**config.mk**
```make
export PLATFORM = sky130hd
export DESIGN_NAME = dmem_port_arbiter
export DESIGN_NICKNAME = d
export VERILOG_FILES = /design/src/rtl/dmem_pkg.sv /design/src/rtl/dmem_access_check.sv /design/src/rtl/dmem_port_arbiter.sv
export SDC_FILE = /design/constraint.sdc
export NUM_CORES = 1
export LEC_CHECK = 0
export ABC_AREA = 1
export CORE_MARGIN = 8
export CORE_UTILIZATION = 34
export DETAILED_ROUTE_END_ITERATION = 10
export PLACE_DENSITY_LB_ADDON = 0.15
export SLEW_MARGIN = 10
export SYNTH_ARGS = -nofsm -noshare
export SYNTH_HDL_FRONTEND = slang
export SYNTH_SLANG_ARGS = --single-unit
```
**constraint.sdc**
```tcl
create_clock -name clk -period 3.19 [get_ports clk]
set_input_delay 0.638 -clock clk [delete_from_list [all_inputs] [get_ports clk]]
set_output_delay 0.638 -clock clk [all_outputs]
set_load 0.005 [all_outputs]
```
**src/rtl/dmem_pkg.sv**
```systemverilog
`default_nettype none
// +----------------------------------------------------------------------+
// | dmem_pkg: access encodings and defaults for the data-memory arbiter   |
// | Revision: 1.0                                                         |
// +----------------------------------------------------------------------+
package dmem_pkg;

    localparam int unsigned MEM_BYTES_DEFAULT = 1024;
    localparam int unsigned MAX_WAIT_DEFAULT  = 8;

    typedef enum logic [1:0] {
        ST_SB = 2'b00,
        ST_SH = 2'b01,
        ST_SW = 2'b10
    } store_type_e;

    typedef enum logic [2:0] {
        LD_LB  = 3'b000,
        LD_LH  = 3'b001,
        LD_LW  = 3'b010,
        LD_LBU = 3'b011,
        LD_LHU = 3'b100
    } load_type_e;

    typedef enum logic [1:0] {
        ERR_NONE  = 2'b00,
        ERR_TYPE  = 2'b01,
        ERR_ALIGN = 2'b10,
        ERR_RANGE = 2'b11
    } err_code_e;

    typedef enum logic [0:0] {
        ARB       = 1'b0,
        DBG_FORCE = 1'b1
    } arb_state_e;

endpackage
`default_nettype wire

```
**src/rtl/dmem_access_check.sv**
```systemverilog
`default_nettype none
// +----------------------------------------------------------------------+
// | dmem_access_check: flags illegal type, misaligned or out-of-range     |
// | Revision: 1.0                                                         |
// +----------------------------------------------------------------------+
module dmem_access_check
    import dmem_pkg::*;
#(
    parameter int unsigned MEM_BYTES = MEM_BYTES_DEFAULT
) (
    input  logic        we,
    input  logic [1:0]  store_type,
    input  logic [2:0]  load_type,
    input  logic [31:0] addr,
    output logic        legal
);

    err_code_e err;

    always_comb begin
        err = ERR_NONE;
        if (we) begin
            case (store_type)
                ST_SB:   err = ERR_NONE;
                ST_SH:   if (addr[0]) err = ERR_ALIGN;
                ST_SW:   if (addr[1:0] != 2'b00) err = ERR_ALIGN;
                default: err = ERR_TYPE;
            endcase
        end else begin
            case (load_type)
                LD_LB, LD_LBU: err = ERR_NONE;
                LD_LH, LD_LHU: if (addr[0]) err = ERR_ALIGN;
                LD_LW:         if (addr[1:0] != 2'b00) err = ERR_ALIGN;
                default:       err = ERR_TYPE;
            endcase
        end
        if ((err == ERR_NONE) && (addr >= MEM_BYTES)) err = ERR_RANGE;
        legal = (err == ERR_NONE);
    end

endmodule
`default_nettype wire

```
**src/rtl/dmem_port_arbiter.sv**
```systemverilog
`default_nettype none
// +----------------------------------------------------------------------+
// | dmem_port_arbiter: core/debug arbitration onto one data memory unit   |
// | Revision: 1.0                                                         |
// +----------------------------------------------------------------------+
module dmem_port_arbiter
    import dmem_pkg::*;
#(
    parameter int unsigned MEM_BYTES = MEM_BYTES_DEFAULT,
    parameter int unsigned MAX_WAIT  = MAX_WAIT_DEFAULT
) (
    input  logic        clk,
    input  logic        rst,
    input  logic        c_req,
    input  logic        c_we,
    input  logic [1:0]  c_store_type,
    input  logic [2:0]  c_load_type,
    input  logic [31:0] c_addr,
    input  logic [31:0] c_wdata,
    output logic        c_gnt,
    output logic        c_stall,
    output logic        c_rvalid,
    output logic [31:0] c_rdata,
    output logic        c_err,
    input  logic        d_req,
    input  logic        d_we,
    input  logic [1:0]  d_store_type,
    input  logic [2:0]  d_load_type,
    input  logic [31:0] d_addr,
    input  logic [31:0] d_wdata,
    output logic        d_gnt,
    output logic        d_rvalid,
    output logic [31:0] d_rdata,
    output logic        d_err,
    output logic        m_mem_read,
    output logic        m_mem_write,
    output logic [1:0]  m_store_type,
    output logic [2:0]  m_load_type,
    output logic [31:0] m_addr,
    output logic [31:0] m_wdata,
    input  logic [31:0] m_rdata
);

    localparam int unsigned    WCW        = (MAX_WAIT > 1) ? $clog2(MAX_WAIT) : 1;
    localparam logic [WCW-1:0] WAIT_LIMIT = WCW'(MAX_WAIT - 1);

    arb_state_e     state_q, state_d;
    logic [WCW-1:0] wait_cnt_q, wait_cnt_d;
    logic           c_rvalid_q, c_rvalid_d, c_err_q, c_err_d;
    logic           d_rvalid_q, d_rvalid_d, d_err_q, d_err_d;
    logic [31:0]    c_rdata_q, c_rdata_d, d_rdata_q, d_rdata_d;

    logic           force_dbg, grant, legal, sel_we;
    logic [1:0]     sel_st;
    logic [2:0]     sel_lt;
    logic [31:0]    sel_addr, sel_wdata;

    // Grants are gated by rst so nothing reaches memory while reset is held.
    always_comb begin
        force_dbg = d_req && ((state_q == DBG_FORCE) || (wait_cnt_q == WAIT_LIMIT));
        c_gnt     = !rst && c_req && !force_dbg;
        d_gnt     = !rst && d_req && (force_dbg || !c_req);
        c_stall   = c_req && !c_gnt;
        grant     = c_gnt || d_gnt;
        sel_we    = d_gnt ? d_we         : c_we;
        sel_st    = d_gnt ? d_store_type : c_store_type;
        sel_lt    = d_gnt ? d_load_type  : c_load_type;
        sel_addr  = d_gnt ? d_addr       : c_addr;
        sel_wdata = d_gnt ? d_wdata      : c_wdata;
    end

    dmem_access_check #(
        .MEM_BYTES (MEM_BYTES)
    ) u_access_check (
        .we         (sel_we),
        .store_type (sel_st),
        .load_type  (sel_lt),
        .addr       (sel_addr),
        .legal      (legal)
    );

    always_comb begin
        m_mem_read   = grant && legal && !sel_we;
        m_mem_write  = grant && legal && sel_we;
        m_store_type = grant ? sel_st    : 2'b00;
        m_load_type  = grant ? sel_lt    : 3'b000;
        m_addr       = grant ? sel_addr  : 32'h0;
        m_wdata      = grant ? sel_wdata : 32'h0;
    end

    // Any dbg cycle that is not a loss (granted or idle) restarts the count.
    always_comb begin
        wait_cnt_d = '0;
        if (d_req && !d_gnt) begin
            wait_cnt_d = (wait_cnt_q == WAIT_LIMIT) ? WAIT_LIMIT : wait_cnt_q + WCW'(1);
        end
        state_d = ARB;
        if (d_req && !d_gnt && (wait_cnt_d == WAIT_LIMIT)) state_d = DBG_FORCE;

        c_rvalid_d = c_gnt && (!legal || !sel_we);
        c_err_d    = c_gnt && !legal;
        c_rdata_d  = (c_gnt && legal && !sel_we) ? m_rdata : 32'h0;
        d_rvalid_d = d_gnt && (!legal || !sel_we);
        d_err_d    = d_gnt && !legal;
        d_rdata_d  = (d_gnt && legal && !sel_we) ? m_rdata : 32'h0;
    end

    always_ff @(posedge clk or posedge rst) begin
        if (rst) begin
            state_q    <= ARB;
            wait_cnt_q <= '0;
            c_rvalid_q <= 1'b0;
            c_err_q    <= 1'b0;
            c_rdata_q  <= 32'h0;
            d_rvalid_q <= 1'b0;
            d_err_q    <= 1'b0;
            d_rdata_q  <= 32'h0;
        end else begin
            state_q    <= state_d;
            wait_cnt_q <= wait_cnt_d;
            c_rvalid_q <= c_rvalid_d;
            c_err_q    <= c_err_d;
            c_rdata_q  <= c_rdata_d;
            d_rvalid_q <= d_rvalid_d;
            d_err_q    <= d_err_d;
            d_rdata_q  <= d_rdata_d;
        end
    end

    assign c_rvalid = c_rvalid_q;
    assign c_err    = c_err_q;
    assign c_rdata  = c_rdata_q;
    assign d_rvalid = d_rvalid_q;
    assign d_err    = d_err_q;
    assign d_rdata  = d_rdata_q;

endmodule
`default_nettype wire

```
# Yosys cells after proc, flatten, opt, wreduce, memory -nomap -nowiden
# Cells that the tools add are included.
[word_totals]
ramBits = 0
latchBits = 0
in_bits = 176
out_inout_bits = 142
n_memories = 0
ff_bits = 72
rom_bits = 0
[op_classes]
bitwise = 0
div_mod_pow = 0
n_eq_ne = 8
mux = 20
magnitude_cmp = 1
shift = 0
addsub = 1
mul = 0
reduce_logical = 38
[ops]
columns = ["cell", "n"]
rows = [
  ["2-to-1 mux 32 bit", 6],
  [">= comparator 32 x 11 -> 1 bit (second input constant)", 1],
  ["logical AND 1 bit", 20],
  ["2-to-1 mux 2 bit", 6],
  ["2-to-1 mux 3 bit", 4],
  ["case mux 2 bit (3 select lines)", 2],
  ["== test 3 bit (second input constant)", 3],
  ["logical NOT 1 bit", 7],
  ["== test 3 x 2 -> 1 bit (second input constant)", 2],
  ["logical NOT 2 bit", 3],
  ["logical OR 1 bit", 4],
  ["OR reduction 2 bit", 2],
  ["adder 3 x 1 -> 3 bit (second input constant)", 1],
  ["== test 3 x 1 -> 1 bit (second input constant)", 1],
  ["logical NOT 3 bit", 1],
  ["== test 2 x 1 -> 1 bit (second input constant)", 1],
  ["== test 2 bit (second input constant)", 1],
  ["2-to-1 mux 1 bit", 2],
  ["nonzero test 2 bit", 1],
]

# Longest topological paths before layout
[logic_depth]
depth_word = 17
ltp_mapped = 19

# By module
# From an unflattened synthesis, not the netlist that was laid out.
[hier_totals]
cells_unflattened = 569
area_unflattened_um2 = 3937.5
[by_module_without_submodules]
columns = ["module", "instances", "cells_per_inst", "seq_area_each_um2", "area_each_um2"]
rows = [
  ["dmem_port_arbiter", 1, 523, 1801.7, 3751.1],
  ["dmem_access_check", 1, 46, 0.0, 186.4],
]

# Least setup slack after synthesis
# OpenSTA, ideal clock, no wires.
[synth_path]
path_kind = "reg-to-output"
from = "register wait_cnt_q[0]"
to = "output port m_addr[13]"
required_ns = 2.552
stages_incl_launch_ff = 12
arrival_ns = 1.852
slack_ns = 0.700
cell_sequence = "dfrtp_1 -> ha_1 -> nand2_2 -> nand2_2 -> nand2_2 -> nand2_4 -> buf_4 -> nor2_1 -> nor2_1 -> buf_2 -> buf_2 -> nor2_1"
[synth_between]
elab_chain_cells = 7
word_cells_on_any_way = 10
classes_between = "eq/ne (1); mux (2); reduce/logical (7)"
[synth_rtl]
columns = ["element", "line", "text"]
rows = [
  ["start: declaration", "dmem_port_arbiter.sv:48", "logic [WCW-1:0] wait_cnt_q, wait_cnt_d;"],
  ["start signal: assignment", "dmem_port_arbiter.sv:120", "wait_cnt_q <= wait_cnt_d;"],
  ["== test 3 bit", "dmem_port_arbiter.sv:60", "force_dbg = d_req && ((state_q == DBG_FORCE) || (wait_cnt_q == WAIT_LIMIT));"],
  ["logical OR 1 bit", "dmem_port_arbiter.sv:60", ""],
  ["logical AND 1 bit", "dmem_port_arbiter.sv:60", ""],
  ["logical NOT 1 bit", "dmem_port_arbiter.sv:61", "c_gnt = !rst && c_req && !force_dbg;"],
  ["logical AND 1 bit", "dmem_port_arbiter.sv:61", ""],
  ["named net c_gnt", "dmem_port_arbiter.sv:20", "output logic c_gnt,"],
  ["logical OR 1 bit", "dmem_port_arbiter.sv:64", "grant = c_gnt || d_gnt;"],
  ["2-to-1 mux 32 bit", "dmem_port_arbiter.sv:87", "m_addr = grant ? sel_addr : 32'h0;"],
  ["end: declaration", "dmem_port_arbiter.sv:39", "output logic [31:0] m_addr,"],
]
# The timed path passes the listed nets, and every way through them passes these cells.

# Worst setup path in the final report
[layout_path]
from = "register wait_cnt_q[0]"
to = "output port m_mem_read"
[layout_between]
elab_chain_cells = 16
word_cells_on_any_way = 36
classes_between = "order compare (1); eq/ne (7); mux (10); reduce/logical (18)"
[layout_rtl]
columns = ["element", "line", "text"]
rows = [
  ["== test 3 bit (*)", "dmem_port_arbiter.sv:60", ""],
  ["logical OR 1 bit (*)", "dmem_port_arbiter.sv:60", ""],
  ["logical AND 1 bit (*)", "dmem_port_arbiter.sv:60", ""],
  ["branches (longest 12 deep; another with >= comparator 32 x 11 -> 1 bit)", "n/a", ""],
  ["logical AND 1 bit (*)", "dmem_port_arbiter.sv:83", "m_mem_read = grant && legal && !sel_we;"],
  ["end: declaration", "dmem_port_arbiter.sv:35", "output logic m_mem_read,"],
]
# Every way passes the cells marked *.

==> key figures <==
Cells and area
  • Area Growth Syn to Fin: 99.4%
  • Layout cells sized above 1: 0.0965
  • Share of the core filled with cells: 0.694
  • Nets: 1094
  • # diodes: 0
  • Final non-filler cell total: 1065

Synthesis
  • Syn avg cell area: 6.97 µm²
  • Post-synth top area cell: dfrtp_1
  • Cells after synthesis: 573
  • Yosys reg bits: 72
  • Synth top area cells: dfrtp_1 45%, nor2_1 15%, nand2_1 9.8%
  • Most common cell in the synthesized netlist: nor2_1
  • Syn_nets: 750
  • Post-synth ARST share: 1.00
  • Top post-synthesis cells by count: 164 x nor2_1, 104 x nand2_1, 100 x inv_1, 72 x dfrtp_1, 34 x o21ai_0
  • Synth Cell Area: 0.00399 mm²
  • Sequential share of the synthesized area: 0.451
  • Top FF cell, synth: dfrtp_1
  • Area share of the largest cell type after synthesis: 0.451
  • Yosys cell types: 21
  • EDFF count, synth: 0
  • Ys Warns: 0

Power
  • Pwr per Cell Area: 321 mW/mm²
  • Max rail drop VDD: 349 µV
  • LEAKAGE: 4.27 nW

Floorplanning
  • Die width: 124 µm
  • Row count: 39
  • Core Region: 0.0115 mm²
  • Full die area: 0.0155 mm²
  • Die Span Y: 124 µm
  • Starting density of the core: 0.348
  • # IOs: 318

STA
  • Setup tns final: 0 ps
  • Worst relative slew slack: 0.758
  • Final Cycle Share: 0.984
  • Fin. Hold Viols: 0
  • Period minus WS final: 3140 ps
  • Worst slew pin tran: 359 ps
  • RSZ-0062 raised after global routing: true
  • Fmax: 318 MHz
  • WHS: 559 ps
  • Final setup vio count: 0
  • Clk_skew: 4.81 ps
  • Slew Limit Fails: 0
  • Final worst slack: 50.0 ps

Drt
  • 1st-pass router iterations: 4
  • Starting DRT DRC Count: 372
  • DR vias: 4838
  • WL per Instance: 17.0 µm
  • Vias per cell: 4.54
  • Antenna Nets Post-Route: 0
  • Final WL: 18.1 mm
  • DRC Markers: 0

Critical path
  • WS Path Type: reg -> out
  • CP max stage cell: dfrtp_1
  • Crit path max fanout: 5
  • Critical path data required time: 2550 ps
  • Worst Path Buf+Inv: 3
  • Arrival time at the worst endpoint: 2500 ps
  • CP delay by family, top: simple AND/OR/NAND/NOR gates
  • Critical Path Max Stage Delay: 350 ps
  • Crit path capture type: output pin
  • Cell Chain, Critical Path: ha_2 > nand2_2 > nand2_2 > nand2_2 > nand2_4 > nand2_4 > buf_6 > buf_4 > nand2_1 > nand2_1 > nor2_1 > nand2_1 > nor2_2 > nand2_2 > nor2_4 > nand2_1 > nor2_1 > clkdlybuf4s15_2
  • CP startpoint kind: register

Clock tree
  • Clock buffer depth: 2
  • CTS tree: built
  • Num CTS Buffers: 9
  • H-tree depth: 3
  • Hold buffers post-CTS: 0
  • CTS Sinks: 72
  • Clock slew seen by the registers of the worst setup and hold paths: 50 ps
  • CTS root buffer: clkbuf_16
  • Latest clock arrival within the worst-skew pair: 330 ps

Place
  • Place WS: -449 ps
  • Placed cell count: 1039
  • GPL Wtd Cong: 0.978
  • Hpwl dp: 14.9 mm
  • I/O Buffers: 317

Global route
  • Antenna violations before repair: 0
  • GRT Util Overall: 0.227
  • Vias in the first global route: 5097
  • Largest net degree at the start of global routing: 73
  • Gr ovfl total: 0
  • First-pass GRT wire length: 28.1 mm

Flow run
  • Max Cap Viol: 0

Hold path
  • Min-delay worst type: reg -> reg

Run status
  • Status: complete, no violations
## logic make-up after synthesis
kind of cell | Yosys count | share of synthesized area
simple gates | 308 | 0.320
buf+inv | 131 | 0.148
flops | 72 | 0.451
compound gates | 61 | 0.0774
fa+ha+maj | 1 | 0.00313
## per-layer routing
layer / routed length (µm) / vias to the layer above / share of wire / global-route usage
met3: 1590 / 31 / 0.088 / 0.0796
met4: 536 / 0 / 0.030 / 0.0865
met2: 9510 / 230 / 0.53 / 0.420
met5: 0 / - / 0 / 0
met1: 6450 / 2205 / 0.36 / 0.227
li1: - / 2372 / - / -
## cell usage in the layout (no fill, tap or decap), types with 9 or more instances in the layout
cell type	instances
clkdlybuf4s50_1	293
nor2_1	159
nand2_1	100
inv_1	98
dfrtp_1	72
buf_4	35
o21ai_0	34
a21oi_1	24
dlymetal6s2s_1	18
nand3_1	13
nand2_2	12
nand3b_1	11
clkbuf_16	9
## final timing paths
kind | start | to | slack (ps) | cells after the start
max | wait_cnt_q[0] | m_mem_read | 50 | 18
min | wait_cnt_q[0] | wait_cnt_q[0] | 560 | 2
max reg2reg | wait_cnt_q[0] | c_rvalid | 670 | 18
min reg2reg | wait_cnt_q[0] | wait_cnt_q[0] | 560 | 2
max in group asynchronous | rst | d_rdata[14] | 2170 | 4
min in group asynchronous | rst | c_rdata[9] | 730 | 4
## through the flow
step	cell area, µm²	power, mW
floorplan	3990	1.16
CTS	7870	2.58
detailed placement	7460	1.61
global route	7960	2.67
finish	7960	2.55
global placement	7460	1.60
## sequential cells by signal, summed over array words and instances, names as in the netlist
signal      flops
state_q         1
d_rvalid        1
wait_cnt_q      3
c_err           1
c_rdata        32
d_rdata        32
d_err           1
c_rvalid        1
## power breakdown
| group | leakage (nW) | internal (mW) | switching, mW |
|---|---|---|---|
| Sequential | 1.00 | 0.920 | 0.00248 |
| Combinational | 3.13 | 0.413 | 0.274 |
| Clock | 0.134 | 0.604 | 0.340 |
| Total | 4.27 | 1.94 | 0.616 |
## repair_timing
item,CTS,global route
resized for setup,20,30
cloned,2,0
buffers inserted,5,3
setup endpoints to repair,71,49
pin swaps,4,9
## layout make-up
cell class                      count  area (µm²)
Clock buffer                       13         240
Clock inverter                      3        42.5
Fill cell                         936        3500
Inverter                          101         384
Multi-Input combinational cell    370        1640
Sequential cell                    72        1800
Tap cell                          143         179
Timing Repair Buffer              363        3680
## worst min-delay path: cells and delay by family, from the launching register on
kind            cells  cell delay (ps)
flops               1              350
compound gates      1               60
buf+inv             1              110
Note: power is estimated with default switching activity, not from simulation.
